**config.mk**
```make
export PLATFORM = sky130hd
export DESIGN_NAME = ahb_spi_flash_xip
export DESIGN_NICKNAME = d
export VERILOG_FILES = /design/src/rtl/ahb_spi_flash_xip.sv
export SDC_FILE = /design/constraint.sdc
export NUM_CORES = 1
export LEC_CHECK = 0
export CAP_MARGIN = 40
export CORE_UTILIZATION = 47
export CTS_BUF_LIST = sky130_fd_sc_hd__clkbuf_8
export DETAILED_ROUTE_END_ITERATION = 8
export GPL_TIMING_DRIVEN = 0
export PLACE_DENSITY = 0.75
export SYNTH_ARGS = -nofsm -noshare
export SYNTH_HDL_FRONTEND = slang
export SYNTH_SLANG_ARGS = --single-unit
```
**constraint.sdc**
```tcl
create_clock -name clk -period 3.8 [get_ports clk]
set_clock_uncertainty 0.05 [all_clocks]
set_input_delay 0.38 -clock clk [delete_from_list [all_inputs] [get_ports clk]]
set_output_delay 0.38 -clock clk [all_outputs]
set_load 0.05 [all_outputs]
```
**src/rtl/ahb_spi_flash_xip.sv**
```systemverilog
// ahb_spi_flash_xip
// Read-only AHB-Lite slave that turns each accepted word read into one
// complete SPI READ (0x03) transaction against a serial NOR flash.
// No buffering or prefetch: one bus read, one flash transaction.
//
// Ports:
//   clk, rst                 system clock, asynchronous active-high reset
//   ahbls_hready_resp/hresp  slave ready and response (hresp=1 is ERROR)
//   ahbls_hready/htrans/     address-phase controls; a transfer is accepted
//   ahbls_hwrite/haddr       when hready && htrans[1]
//   ahbls_hsize/hburst/      ignored
//   ahbls_hprot/hmastlock/
//   ahbls_hwdata
//   ahbls_hrdata             read data, little-endian assembly of 4 bytes
//   spi_cs_n/sck/mosi/miso   SPI mode 0 flash interface, outputs registered

module ahb_spi_flash_xip #(
  parameter int W_ADDR = 32,
  parameter int W_DATA = 32,
  parameter int CLKDIV = 1
) (
  input  logic              clk,
  input  logic              rst,
  output logic              ahbls_hready_resp,
  input  logic              ahbls_hready,
  output logic              ahbls_hresp,
  input  logic [W_ADDR-1:0] ahbls_haddr,
  input  logic              ahbls_hwrite,
  input  logic [1:0]        ahbls_htrans,
  input  logic [2:0]        ahbls_hsize,
  input  logic [2:0]        ahbls_hburst,
  input  logic [3:0]        ahbls_hprot,
  input  logic              ahbls_hmastlock,
  input  logic [W_DATA-1:0] ahbls_hwdata,
  output logic [W_DATA-1:0] ahbls_hrdata,
  output logic              spi_cs_n,
  output logic              spi_sck,
  output logic              spi_mosi,
  input  logic              spi_miso
);

  typedef enum logic [2:0] {
    S_IDLE, S_SELECT, S_SHIFT, S_DONE, S_GAP, S_ERR0, S_ERR1
  } state_t;

  localparam logic [7:0] DIV_LAST = 8'(CLKDIV - 1);
  localparam logic [8:0] GAP_LAST = 9'(2 * CLKDIV - 2);

  state_t      state, state_nxt;
  logic [7:0]  div_cnt;
  logic [5:0]  bit_cnt;
  logic [8:0]  gap_cnt;
  // Holds the outgoing bits after bit 0; bit 0 (MSB of 0x03) is always 0
  // and is driven directly on SELECT entry.
  logic [30:0] tx_sr;
  logic [31:0] rx_sr;
  logic        accept;
  logic        phase_end;
  logic        shift_last;
  logic        addr_load;

  logic unused_inputs;
  assign unused_inputs = ^{ahbls_haddr[W_ADDR-1:24], ahbls_haddr[1:0], ahbls_hsize,
                           ahbls_hburst, ahbls_hprot, ahbls_hmastlock, ahbls_hwdata};

  assign accept     = ahbls_hready && ahbls_htrans[1];
  assign phase_end  = (div_cnt == DIV_LAST);
  assign shift_last = (state == S_SHIFT) && phase_end && spi_sck && (bit_cnt == 6'd63);

  // Next-state and bus response. DONE and ERR1 both complete a data phase,
  // so either can accept the next address phase; a read accepted there has
  // to pass through GAP to guarantee the cs_n high time.
  always_comb begin
    state_nxt         = state;
    ahbls_hready_resp = 1'b1;
    ahbls_hresp       = 1'b0;
    addr_load         = 1'b0;
    case (state)
      S_IDLE, S_DONE, S_ERR1: begin
        if (state == S_ERR1) ahbls_hresp = 1'b1;
        if (accept) begin
          if (ahbls_hwrite) begin
            state_nxt = S_ERR0;
          end else begin
            addr_load = 1'b1;
            state_nxt = (state == S_IDLE) ? S_SELECT : S_GAP;
          end
        end else begin
          state_nxt = S_IDLE;
        end
      end
      S_SELECT: begin
        ahbls_hready_resp = 1'b0;
        state_nxt         = S_SHIFT;
      end
      S_SHIFT: begin
        ahbls_hready_resp = 1'b0;
        if (shift_last) state_nxt = S_DONE;
      end
      S_GAP: begin
        ahbls_hready_resp = 1'b0;
        if (gap_cnt == GAP_LAST) state_nxt = S_SELECT;
      end
      S_ERR0: begin
        ahbls_hready_resp = 1'b0;
        ahbls_hresp       = 1'b1;
        state_nxt         = S_ERR1;
      end
      default: state_nxt = S_IDLE;
    endcase
  end

  // State register plus the SPI datapath. Within SHIFT each half-bit lasts
  // CLKDIV cycles; miso is captured on the edge that raises sck, and mosi
  // advances on the edge that lowers it.
  always_ff @(posedge clk or posedge rst) begin
    if (rst) begin
      state        <= S_IDLE;
      spi_cs_n     <= 1'b1;
      spi_sck      <= 1'b0;
      spi_mosi     <= 1'b0;
      div_cnt      <= 8'd0;
      bit_cnt      <= 6'd0;
      gap_cnt      <= 9'd0;
      tx_sr        <= 31'd0;
      rx_sr        <= 32'd0;
      ahbls_hrdata <= '0;
    end else begin
      state    <= state_nxt;
      spi_cs_n <= !((state_nxt == S_SELECT) || (state_nxt == S_SHIFT));
      if (addr_load) tx_sr <= {7'b0000011, ahbls_haddr[23:2], 2'b00};
      if (state_nxt == S_SELECT && state != S_SELECT) spi_mosi <= 1'b0;
      case (state)
        S_SELECT: begin
          div_cnt <= 8'd0;
          bit_cnt <= 6'd0;
          spi_sck <= 1'b0;
        end
        S_SHIFT: begin
          if (phase_end) begin
            div_cnt <= 8'd0;
            if (!spi_sck) begin
              spi_sck <= 1'b1;
              rx_sr   <= {rx_sr[30:0], spi_miso};
            end else begin
              spi_sck <= 1'b0;
              if (bit_cnt == 6'd63) begin
                spi_mosi     <= 1'b0;
                ahbls_hrdata <= {rx_sr[7:0], rx_sr[15:8], rx_sr[23:16], rx_sr[31:24]};
              end else begin
                bit_cnt  <= bit_cnt + 6'd1;
                spi_mosi <= tx_sr[30];
                tx_sr    <= {tx_sr[29:0], 1'b0};
              end
            end
          end else begin
            div_cnt <= div_cnt + 8'd1;
          end
        end
        S_GAP:   gap_cnt <= gap_cnt + 9'd1;
        default: gap_cnt <= 9'd0;
      endcase
    end
  end

endmodule
```
## Yosys cells after proc, flatten, opt, wreduce, memory -nomap -nowiden

Cells that the tools add are included.

| storage, ports and cells | value |
|---|---|
| register bits after elaboration | 124 |
| latch bits | 0 |
| bits of input ports | 82 |
| memories | 0 |
| memory bits (read-only) | 0 |
| memory bits (writable) | 0 |
| word-level logic and storage cells | 77 |
| output and inout bits | 37 |

| cells by class | value |
|---|---|
| multiply operators | 0 |
| shift-type cells | 0 |
| muxes and demuxes | 32 |
| add/sub/neg operators | 3 |
| reductions and logical operators | 18 |
| eq/ne operators | 13 |
| bitwise gates (word level) | 1 |
| divide/modulo/power cells | 0 |
| magnitude comparators | 0 |

Operator list:

| operator | count |
|---|---|
| two-way mux 31 bit | 5 |
| two-way mux 6 bit | 3 |
| case mux 9 bit (2 select lines) | 1 |
| case mux 8 bit (2 select lines) | 1 |
| two-way mux 3 bit | 5 |
| case mux 3 bit (5 select lines) | 1 |
| two-way mux 1 bit | 12 |
| case mux 6 bit (2 select lines) | 1 |
| adder 9 x 1 -> 9 bit (second input constant) | 1 |
| equality test 3 x 2 -> 1 bit (second input constant) | 3 |
| equality test 3 bit (second input constant) | 3 |
| zero test 9 bit | 1 |
| adder 8 x 1 -> 8 bit (second input constant) | 1 |
| zero test 8 bit | 1 |
| two-way mux 8 bit | 1 |
| AND reduction 4 bit | 2 |
| adder 6 x 1 -> 6 bit (second input constant) | 1 |
| equality test 3 x 1 -> 1 bit (second input constant) | 2 |
| equality test 6 bit (second input constant) | 1 |
| != test 2 bit (second input constant) | 3 |
| logical AND 1 bit | 5 |
| case mux 1 bit (2 select lines) | 2 |
| OR reduction 4 bit | 1 |
| zero test 3 bit | 1 |
| 9 further kinds | 9 |

## Logic depth before layout (Yosys ltp)

Gate-level depths: netlist of run 1.

| logic depth | value |
|---|---|
| word-level depth | 12 |
| gate-level depth with buffers | 8 |
| mapped depth without buffers | 7 |

## Worst setup path after synthesis of run 1

Ideal clock, no wire load.

| path | value |
|---|---|
| path type | register to register |
| from | register div_cnt[0] |
| to | register rx_sr[19] |
| period minus slack after synthesis | 2.111 ns |
| path slack | 1.689 ns |
| cell stages (with the launch flop) | 9 |
| data arrival time | 1.937 ns |
| path buffers | 1 |
| library setup time | 0.125 ns |
| data required time | 3.625 ns |
| cells stage by stage | dfrtp_1 inv_1 ha_1 or3b_2 nor2_2 nand2_1 nor2_4 buf_6 mux2_2 |

| between the ends | value |
|---|---|
| cells in the longest elaborated chain, start to end | 2 |

Ends and longest elaborated chain:

| what | line | source |
|---|---|---|
| from (decl) | 50 | `logic [7:0] div_cnt;` |
| from (signal assigned) | 157 | `div_cnt <= div_cnt + 8'd1;` |
| zero test 8 bit | 67 | `assign phase_end = (div_cnt == DIV_LAST);` |
| AND reduction 3 bit (no line) | n/a |  |
| to (signal assigned) | 144 | `rx_sr <= {rx_sr[30:0], spi_miso};` |
| to (decl) | 56 | `logic [31:0] rx_sr;` |

Every way passes these cells.
A chain may end at the register's enable or synchronous reset.

## Worst setup path in the final report of run 1

| path | value |
|---|---|
| from | register state[1] |
| to | output port ahbls_hready_resp |

| between the ends | value |
|---|---|
| cells in the longest elaborated chain, start to end | 3 |
| elaborated cells between the ends (all ways) | 6 |
| those cells by class | eq/ne: 4; mux: 1; reduce/logical: 1 |

Ends and longest elaborated chain:

| what | line | source |
|---|---|---|
| from (decl) | 49 | `state_t state, state_nxt;` |
| from (signal assigned) | 129 | `state <= state_nxt;` |
| equality test 3 x 2 -> 1 bit (tied with other cells) | 78 | `case (state)` |
| OR reduction 4 bit (no line) (*) | n/a |  |
| two-way mux 1 bit (*) | 78 |  |
| to (decl) | 24 | `output logic ahbls_hready_resp,` |

Every way passes the cells marked *; elsewhere a longest branch is shown, timed or not.

==> reports/results.ini, run 1 <==
[setup_path]
setup.worst_path.end_class=output pin
slowest_stage=clkdlybuf4s50_1
arrival_ns=2.43
worst-path-buf-inv=2
cp-start-kind=flip-flop
crit_chain=clkbuf_1 > or3_1 > nand2_1 > clkdlybuf4s50_1
crit_required_ns=3.37
crit_fanout=10
critPathTopFamily=buffers and inverters
max_stage_delay_ns=0.81
crit_type=reg -> out

[yosys]
ys.flop_type=dfrtp_1
syn_area_per_cell_sq_um=12.2
synthDistinctLibCells=54
yosys-top-cells-area=dfrtp_1 (57%), mux2_2 (12%), mux2i_1 (4.6%)
synth_top_family_by_area=multiplexers
synth-edff-count=0
synthSimpleGateAreaFrac_pct=11.4
synth-seq-area-share_pct=57.1
synth_top_area_share_pct=56.6
synth_cells=444
synthArstFlopShare_pct=100
yosys-top-cells-count=dfrtp_1 (123), mux2_2 (58), nand2_1 (50), o21ai_0 (46), mux2i_1 (25)
synth_compound_area_share_pct=8.35
synth_warnings=0
synth_area_sq_um=5440
syn-num-nets=531
synth_fa_ha_area_share_pct=1.15
ys_seq_elements=124
synth_top_cell_by_area=dfrtp_1
synth_xor_area_share_pct=1.29
synth.most_common_cell=dfrtp_1
synthMuxAreaShare_pct=17.9

[power_and_ir_drop]
vdd_drop_max_v=0.000436
pwr-share-comb_pct=28.8
cellPowerDensity_nw_per_um2=615
seqPwrFrac_pct=42.6
leakagePower_nw=2.99
internal-power_mw=2.74
sw_frac_of_total_pct=33.5
pwr-share-clk_pct=28.6
switching_power_mw=1.38

[timing]
relSlewSlack_pct=55.8
finalMaxSlewViolations=0
post-route-min-period_ns=2.86
holdWs_ns=0.321
rsz0062_at_grt=no
setup_viol=0
max_freq_mhz=350
tightest_slew_ns=0.654
hold_violations=0
fin_crit_sh_pct=75.2

[floorplanning]
dieHeight_microns=110
dieArea_sq_um=12000
core-area_sq_um=11000
num_rows=38
initial_core_util_pct=49.3
io_pins=119
fp.dieW_microns=110

[job]
cap_violations=0

[layout]
final_cells=681
n_antenna_cell=0
syn2layout_area_growth_pct=23.1
drive_above_1_share_pct=22.9
design_area_sq_um=6690
finalNetCount=615

[place]
placedCellCount=649
port_buffers=64
hpwl_microns=6760
routabilityCongestion=0.803
place_area_sq_um=6280

[drt]
viasPerCell=5.29
drt_iter0_drc=192
firstDrtPassIters=4
vias=3603
routed_wl_microns=9900
avgRoutedWirePerCell_microns=14.5
drcViolationCount=0
final_antenna_net_count=0

[clock_network]
post_cts_resized=0
cts.sinks=124
post_cts_buffers=0
hold_buffers=0
cts_buffers=17
htreeDepth=4
path_clk_slew_ns=0.08
clock-root-buffer=clkbuf_8
cts_buffer_depth=2
clk_latency_ns=0.42
tritoncts=built

[global_routing]
grt_pass1_wl_microns=17100
grt.overflow.total=0
grt_antenna_before_repair=0
grt_pass1_vias=3652
grt_max_degree=76
track_usage_pct=18.5

[run_status]
outcome=completed

[worst_hold_path]
min_path_type=in -> async

[power by group through the flow]
stage,clock [mW],sequential (mW),combinational [mW]
final,1.18,1.75,1.19
after CTS,1.21,1.75,1.20
after detailed placement,0,1.78,1.19
after global routing,1.26,1.79,1.33
after floorplan,0,1.78,0.868
after global placement,0,1.76,1.15
[cell usage in the layout (no fill, tap or decap), types with 2 or more instances in the layout]
master | Yosys | routed
clkinv_2 | 0 | 4
buf_6 | 3 | 3
and3_1 | 4 | 4
nand2_1 | 50 | 50
dfrtp_1 | 123 | 123
clkbuf_8 | 0 | 17
nand3_1 | 9 | 9
a21oi_1 | 5 | 5
nor4_1 | 2 | 2
inv_1 | 8 | 8
nor2_2 | 3 | 3
mux2i_1 | 25 | 25
buf_2 | 8 | 8
mux2_2 | 58 | 58
ha_1 | 5 | 5
clkdlybuf4s50_1 | 0 | 64
buf_4 | 4 | 4
o41ai_1 | 2 | 2
nor4b_2 | 2 | 2
xor2_1 | 5 | 5
a21o_1 | 2 | 2
bufinv_16 | 0 | 3
nor2_1 | 12 | 12
and2_1 | 2 | 2
mux2_1 | 6 | 6
o21ai_0 | 46 | 46
or2_2 | 2 | 2
a31oi_1 | 5 | 5
clkbuf_1 | 6 | 6
a22o_1 | 6 | 6
nor3_1 | 4 | 4
nand4_1 | 2 | 2
inv_6 | 0 | 4
nand2b_1 | 5 | 5
clkinvlp_4 | 0 | 3
nor3b_1 | 3 | 3
nand4b_1 | 2 | 2
xnor2_1 | 3 | 3
[path summary, 6_finish.rpt]
| check | from | slack (ns) | to | cells past startpoint |
|---|---|---|---|---|
| min in group clk | ahbls_hrdata[25] | 0.44 | ahbls_hrdata[25] | 1 |
| worst max-delay path | state[1] | 0.94 | ahbls_hready_resp | 4 |
| worst min-delay path | rst | 0.32 | tx_sr[9] | 2 |
| worst max register to register | div_cnt[0] | 1.40 | ahbls_hrdata[10] | 7 |
| worst min register to register | ahbls_hrdata[25] | 0.44 | ahbls_hrdata[25] | 1 |
| max in group asynchronous | rst | 2.66 | div_cnt[3] | 3 |
[metrics by stage]
step                setup slack, ns  power (mW)  setup TNS [ns]  util (%)
global route                  0.829        4.37               0      60.7
global placement              -1.55        2.92         -190.82      56.7
CTS                           0.910        4.16               0      60.7
finish                        0.942        4.12               0      60.7
floorplan                    0.0724        2.65               0         -
detailed placement             1.38        2.97               0      57.0
[registers in the layout, summed over array words and instances (netlist names)]
signal and cells:
tx_sr 31, spi_sck 1, ahbls_hrdata 32, div_cnt 8, bit_cnt 6, gap_cnt 9, spi_cs_n 1, spi_mosi 1
rx_sr 32, state 3
[kinds of logic after synthesis]
group                      after synthesis
and+or+nand+nor                        113
DFF                                    124
muxes                                   89
AOI/OAI and AO/OA                       76
xor gates and xnor gates                 8
adders and majority gates                5
buffers and inverters                   29
[worst reg2reg max path, delay by kind of cell (launching register included)]
kind	cells	cell delay [ns]
AND/OR/NAND/NOR	3	0.95
multiplexers	1	0.36
flip-flops	1	0.43
buffers and inverters	2	0.33
adder cells (fa/ha/maj)	1	0.15
[layout make-up]
cell class                 instances  area (sq um)
sequential                       124          3100
buffer                            21           126
clock inverter                    15           171
timing repair buffer              65           668
tap                              140           175
clock buffer                      17           234
fill                             908          4340
multi-input combinational        291          2180
inverter                           8          35.0
[layer usage]
| layer | part of all wire (%) | GRT usage [%] | vias up |
|---|---|---|---|
| li1 | - | - | 1742 |
| met1 | 48 | 25.3 | 1782 |
| met2 | 47 | 28.8 | 69 |
| met3 | 3.9 | 4.68 | 10 |
| met4 | 0.86 | 6.00 | 0 |
| met5 | 0 | 0 | - |
Power figures use the tool's default switching activity.
==> inputs of run 2 (changes only) <==
--- a/config.mk
+++ b/config.mk
@@ -6,11 +6,11 @@
 export NUM_CORES = 1
 export LEC_CHECK = 0
 export CAP_MARGIN = 40
-export CORE_UTILIZATION = 47
+export CORE_UTILIZATION = 50
 export CTS_BUF_LIST = sky130_fd_sc_hd__clkbuf_8
 export DETAILED_ROUTE_END_ITERATION = 8
 export GPL_TIMING_DRIVEN = 0
-export PLACE_DENSITY = 0.75
+export PLACE_DENSITY = 0.76
 export SYNTH_ARGS = -nofsm -noshare
 export SYNTH_HDL_FRONTEND = slang
 export SYNTH_SLANG_ARGS = --single-unit
==> constraint.sdc (replaced) <==
create_clock -name clk -period 3 [get_ports clk]
set_clock_uncertainty 0.05 [all_clocks]
set_input_delay 0.3 -clock clk [delete_from_list [all_inputs] [get_ports clk]]
set_output_delay 0.3 -clock clk [all_outputs]
set_load 0.05 [all_outputs]
==> reports/results.ini, run 2 (synthesis results as in run 1) <==
[global_routing]
track_usage_pct=19.4  ; +0.94 points
grt_max_degree=36  ; -53%
grt_pass1_vias=3662  ; +0.27%
grt_antenna_before_repair=0  ; unchanged
grt.overflow.total=0  ; unchanged
grt_pass1_wl_microns=17200  ; +0.44%

[floorplanning]
core-area_sq_um=10400  ; -5.6%
io_pins=119  ; unchanged
dieArea_sq_um=11300  ; -5.9%
fp.dieW_microns=106  ; -3.0%
initial_core_util_pct=52.2  ; +2.9 points
num_rows=37  ; -2.6%
dieHeight_microns=106  ; -3.0%

[timing]
rsz0062_at_grt=no
tightest_slew_ns=0.640  ; -0.0139 ns
hold_violations=0  ; unchanged
fin_ws_ns=0.231  ; -0.711 ns
relSlewSlack_pct=57.2  ; +1.4 points
finalMaxSlewViolations=0  ; unchanged
post-route-min-period_ns=2.77
setup_viol=0  ; unchanged
holdWs_ns=0.233  ; -0.0880 ns
max_freq_mhz=361
fin_crit_sh_pct=92.3
setup_tns_ns=0  ; unchanged

[clock_network]
post_cts_resized=0  ; unchanged
htreeDepth=4  ; unchanged
post_cts_buffers=0  ; unchanged
cts_buffers=17  ; unchanged
path_clk_slew_ns=0.08  ; about the same
hold_buffers=0  ; unchanged
clock-root-buffer=clkbuf_8
tritoncts=built
clk_latency_ns=0.42  ; about the same
cts_buffer_depth=2  ; unchanged
cts.sinks=124  ; unchanged

[setup_path]
critPathTopFamily=buffers and inverters
arrival_ns=2.42  ; about the same
slowest_stage=clkdlybuf4s50_1
crit_fanout=10  ; unchanged
crit_type=reg -> out
crit_required_ns=2.65  ; -0.72 ns
max_stage_delay_ns=0.81  ; about the same
crit_chain=clkbuf_1 > or3_1 > nand2_1 > clkdlybuf4s50_1
setup.worst_path.end_class=output pin
cp-start-kind=flip-flop
worst-path-buf-inv=2  ; unchanged

[layout]
post-route-util_pct=64.3  ; +3.6 points
final_common_cell=dfrtp_1
design_area_sq_um=6690  ; about the same
finalNetCount=617  ; +0.33%
final_cells=678  ; -0.44%
drive_above_1_share_pct=23.2  ; +0.33 points
n_antenna_cell=0  ; unchanged
layout_common_cells=dfrtp_1 (123), clkdlybuf4s50_1 (64), mux2_2 (58)
largestRegisters=ahbls_hrdata x32, rx_sr x32, tx_sr x31
syn2layout_area_growth_pct=23.1  ; about the same

[power_and_ir_drop]
pwr-share-clk_pct=27.4  ; -1.2 points
pwr-share-comb_pct=29.5  ; +0.7 points
sw_frac_of_total_pct=34.2  ; +0.80 points
leakagePower_nw=2.98  ; -0.13%
seqPwrFrac_pct=43.2  ; +0.6 points
cellPowerDensity_nw_per_um2=769  ; +25%
power_mw=5.14  ; +25%
internal-power_mw=3.38  ; +23%
switching_power_mw=1.76  ; +28%
vdd_drop_max_v=0.000604  ; +38%

[place]
post-place-ws_ns=0.571  ; -0.804 ns
hpwl_microns=7060  ; +4.4%
port_buffers=64  ; unchanged
placedCellCount=647  ; -0.31%
routabilityCongestion=0.824  ; +2.6%
place_area_sq_um=6310  ; +0.42%

[drt]
vias=3700  ; +2.7%
routed_wl_microns=9870  ; -0.27%
drt_iter0_drc=192  ; unchanged
final_antenna_net_count=0  ; unchanged
firstDrtPassIters=6  ; +2
drcViolationCount=0  ; unchanged
viasPerCell=5.46  ; +3.1%
avgRoutedWirePerCell_microns=14.6  ; +0.17%

[job]
cap_violations=0  ; unchanged

[run_status]
outcome=completed

[worst_hold_path]
min_path_type=in -> async

## run 2: changes by cell type in the layout (fill, tap and decap cells not counted), moves of 2 or more
| cell | change |
|---|---|
| buf_12 | +3 |
| bufinv_16 | -2 |
| clkinv_2 | -2 |
| clkbuf_8 | +3 |
## run 2: final cells by class
class	count	area, sq um
Buffer	21	126
Multi-Input combinational cell	291	2180
Fill cell	822	3720
Clock inverter	11	106
Sequential cell	124	3100
Inverter	8	33.8
Timing Repair Buffer	67	701
Tap cell	136	170
Clock buffer	20	275
## run 2: per-layer routing
layer	routed length (microns)	track usage, %	part of all wire [%]
met1	4640	26.0	47
met2	4870	30.9	49
met3	292	5.33	3.0
met4	78	5.75	0.79
met5	0	0	0
## run 2: worst paths after layout
path                            startpoint                end  slack (ns)  cells past startpoint
worst max-delay path              state[1]  ahbls_hready_resp        0.23                      4
worst min-delay path                   rst          rx_sr[25]        0.23                      2
max in group asynchronous              rst           spi_cs_n        1.82                      4
min in group clk                  tx_sr[7]           tx_sr[8]        0.43                      2
worst max register to register  div_cnt[0]    ahbls_hrdata[3]        0.58                      7
worst min register to register    tx_sr[7]           tx_sr[8]        0.43                      2
## run 2: worst reg2reg max path: cells and delay by family (launching register included)
family	cells	cell delay (ns)
AND/OR/NAND/NOR	3	0.98
flip-flops	1	0.43
multiplexers	1	0.36
buffers and inverters	2	0.34
adder cells (fa/ha/maj)	1	0.15
## run 2: power by group through the flow
stage / Sequential [mW] / Combinational [mW] / Clock (mW)
global route: 2.27 / 1.67 / 1.51
global placement: 2.23 / 1.46 / 0
finish: 2.22 / 1.52 / 1.41
detailed placement: 2.25 / 1.52 / 0
floorplan: 2.25 / 1.10 / 0
CTS: 2.22 / 1.53 / 1.44
==> inputs of run 3 (changes only) <==
--- a/config.mk
+++ b/config.mk
@@ -6,11 +6,14 @@
 export NUM_CORES = 1
 export LEC_CHECK = 0
 export CAP_MARGIN = 40
-export CORE_UTILIZATION = 50
+export CELL_PAD_IN_SITES_DETAIL_PLACEMENT = 0
+export CELL_PAD_IN_SITES_GLOBAL_PLACEMENT = 1
+export CORE_UTILIZATION = 42
 export CTS_BUF_LIST = sky130_fd_sc_hd__clkbuf_8
 export DETAILED_ROUTE_END_ITERATION = 8
 export GPL_TIMING_DRIVEN = 0
-export PLACE_DENSITY = 0.76
+export PLACE_DENSITY = 0.8
+export SLEW_MARGIN = 20
 export SYNTH_ARGS = -nofsm -noshare
 export SYNTH_HDL_FRONTEND = slang
 export SYNTH_SLANG_ARGS = --single-unit
==> reports/results.ini, run 3 (synthesis results as in run 1) <==
[drt]
vias=3626  ; -2.0%
drt_iter0_drc=173  ; -9.9%
final_antenna_net_count=0  ; unchanged
firstDrtPassIters=4  ; -2
viasPerCell=5.06  ; -7.2%
routed_wl_microns=10200  ; +3.5%
avgRoutedWirePerCell_microns=14.3  ; -2.0%
drcViolationCount=0  ; unchanged

[place]
routabilityCongestion=0.753  ; -8.6%
place_area_sq_um=6400  ; +1.4%
hpwl_microns=7270  ; +3.0%
port_buffers=64  ; unchanged

[setup_path]
cp-start-kind=flip-flop
slowest_stage=clkdlybuf4s50_1
setup.worst_path.end_class=output pin
crit_chain=clkbuf_1 > or3_1 > nand2_1 > clkdlybuf4s50_1
max_stage_delay_ns=0.83  ; +0.02 ns
arrival_ns=2.45  ; +0.03 ns
critPathTopFamily=buffers and inverters
crit_fanout=10  ; unchanged
worst-path-buf-inv=2  ; unchanged
r2r_start=div_cnt[0]
crit_required_ns=2.65  ; about the same
startpoint=state[1]
crit_type=reg -> out

[layout]
post-route-util_pct=53.9  ; -10 points
layout_common_cells=dfrtp_1 (123), clkdlybuf4s50_1 (64), mux2_2 (58)
n_antenna_cell=0  ; unchanged
final_common_cell=dfrtp_1
finalNetCount=618  ; +0.16%
drive_above_1_share_pct=23.2  ; -0.085 points
largestRegisters=ahbls_hrdata x32, rx_sr x32, tx_sr x31
design_area_sq_um=6810  ; +1.7%
syn2layout_area_growth_pct=25.2

[floorplanning]
fp.dieW_microns=116  ; +8.9%
initial_core_util_pct=43.1  ; -9.1 points
num_rows=41  ; +11%
core-area_sq_um=12600  ; +21%
dieHeight_microns=116  ; +8.9%
io_pins=119  ; unchanged
dieArea_sq_um=13400  ; +19%

[timing]
fin_crit_sh_pct=93.3  ; +1.1 points
relSlewSlack_pct=53.5  ; -3.7 points
setup_viol=0  ; unchanged
tightest_slew_ns=0.695  ; +0.0550 ns
holdWs_ns=0.262  ; +0.0289 ns
hold_violations=0  ; unchanged
post-route-min-period_ns=2.80  ; +0.0317 ns
finalMaxSlewViolations=0  ; unchanged
setup_tns_ns=0  ; unchanged
max_freq_mhz=357  ; -1.1%
rsz0062_at_grt=no

[power_and_ir_drop]
internal-power_mw=3.48  ; +3.0%
sw_frac_of_total_pct=33.2  ; -1.1 points
leakagePower_nw=3.02  ; +1.2%
switching_power_mw=1.73  ; -1.9%
pwr-share-clk_pct=28.2  ; +0.8 points
seqPwrFrac_pct=42.6  ; -0.6 points
vdd_drop_max_v=0.000479  ; -21%
pwr-share-comb_pct=29.2  ; -0.3 points
cellPowerDensity_nw_per_um2=766  ; -0.37%
power_mw=5.21  ; +1.3%

[clock_network]
clk_latency_ns=0.44  ; +0.02 ns
tritoncts=built
cts_buffer_depth=2  ; unchanged
cts_buffers=17  ; unchanged
hold_buffers=0  ; unchanged
cts.sinks=124  ; unchanged
clock-root-buffer=clkbuf_8
htreeDepth=4  ; unchanged
post_cts_resized=0  ; unchanged
post_cts_buffers=0  ; unchanged
path_clk_slew_ns=0.07  ; about the same

[job]
cap_violations=0  ; unchanged

[worst_hold_path]
min_path_type=in -> async

[global_routing]
grt_antenna_before_repair=0  ; unchanged
track_usage_pct=17.3  ; -2.1 points
grt_pass1_wl_microns=17700  ; +2.9%
grt_pass1_vias=3655  ; -0.19%
grt_max_degree=37  ; +2.8%
grt.overflow.total=0  ; unchanged

[run_status]
outcome=completed

-- run 3: metal layers --
metal	GRT usage [%]	share of wire (%)	vias up	wire length, microns
met5	0	0	-	0
met2	26.8	47	67	4820
met1	22.2	46	1780	4740
li1	-	-	1759	-
met4	8.21	2.0	0	208
met3	5.33	4.4	20	453
-- run 3: area by class of cell --
class | count | area (sq um)
Timing Repair Buffer | 68 | 743
Clock inverter | 11 | 118
Clock buffer | 21 | 289
Sequential cell | 124 | 3100
Tap cell | 172 | 215
Buffer | 21 | 126
Fill cell | 1124 | 5810
Multi-Input combinational cell | 291 | 2180
Inverter | 8 | 33.8
-- run 3: path summary, 6_finish.rpt --
kind / endpoint / slack, ns / cells after the start
worst max register to register: ahbls_hrdata[20] / 0.61 / 7
max in group asynchronous: tx_sr[21] / 1.75 / 5
worst max-delay path: ahbls_hready_resp / 0.20 / 4
worst min-delay path: rx_sr[0] / 0.26 / 2
worst min register to register: tx_sr[15] / 0.43 / 2
min in group clk: rx_sr[0] / 0.41 / 2
-- run 3: power groups by stage --
stage          clock network (mW)  logic, mW  registers, mW
2_1_floorplan                   0       1.10           2.25
3_3_place_gp                    0       1.48           2.23
5_1_grt                      1.59       1.70           2.26
6_report                     1.47       1.52           2.22
4_1_cts                      1.52       1.55           2.22
3_5_place_dp                    0       1.54           2.25
-- run 3: worst reg2reg max path, stage by stage, from the launching register on --
cell,delay [ns]
dfrtp_1,0.43
inv_1,0.08
ha_1,0.14
nor3b_1,0.42
nand4_4,0.24
nor2_2,0.29
buf_4,0.26
mux2_2,0.36
-- run 3: metrics by stage --
| step | setup slack, ns | cells |
|---|---|---|
| 3_3_place_gp | 0.00156 | 680 |
| 3_5_place_dp | 0.584 | 684 |
| 6_report | 0.200 | 716 |
| 5_1_grt | 0.0647 | 716 |
| 4_1_cts | 0.170 | 716 |
| 2_1_floorplan | 0.889 | 444 |
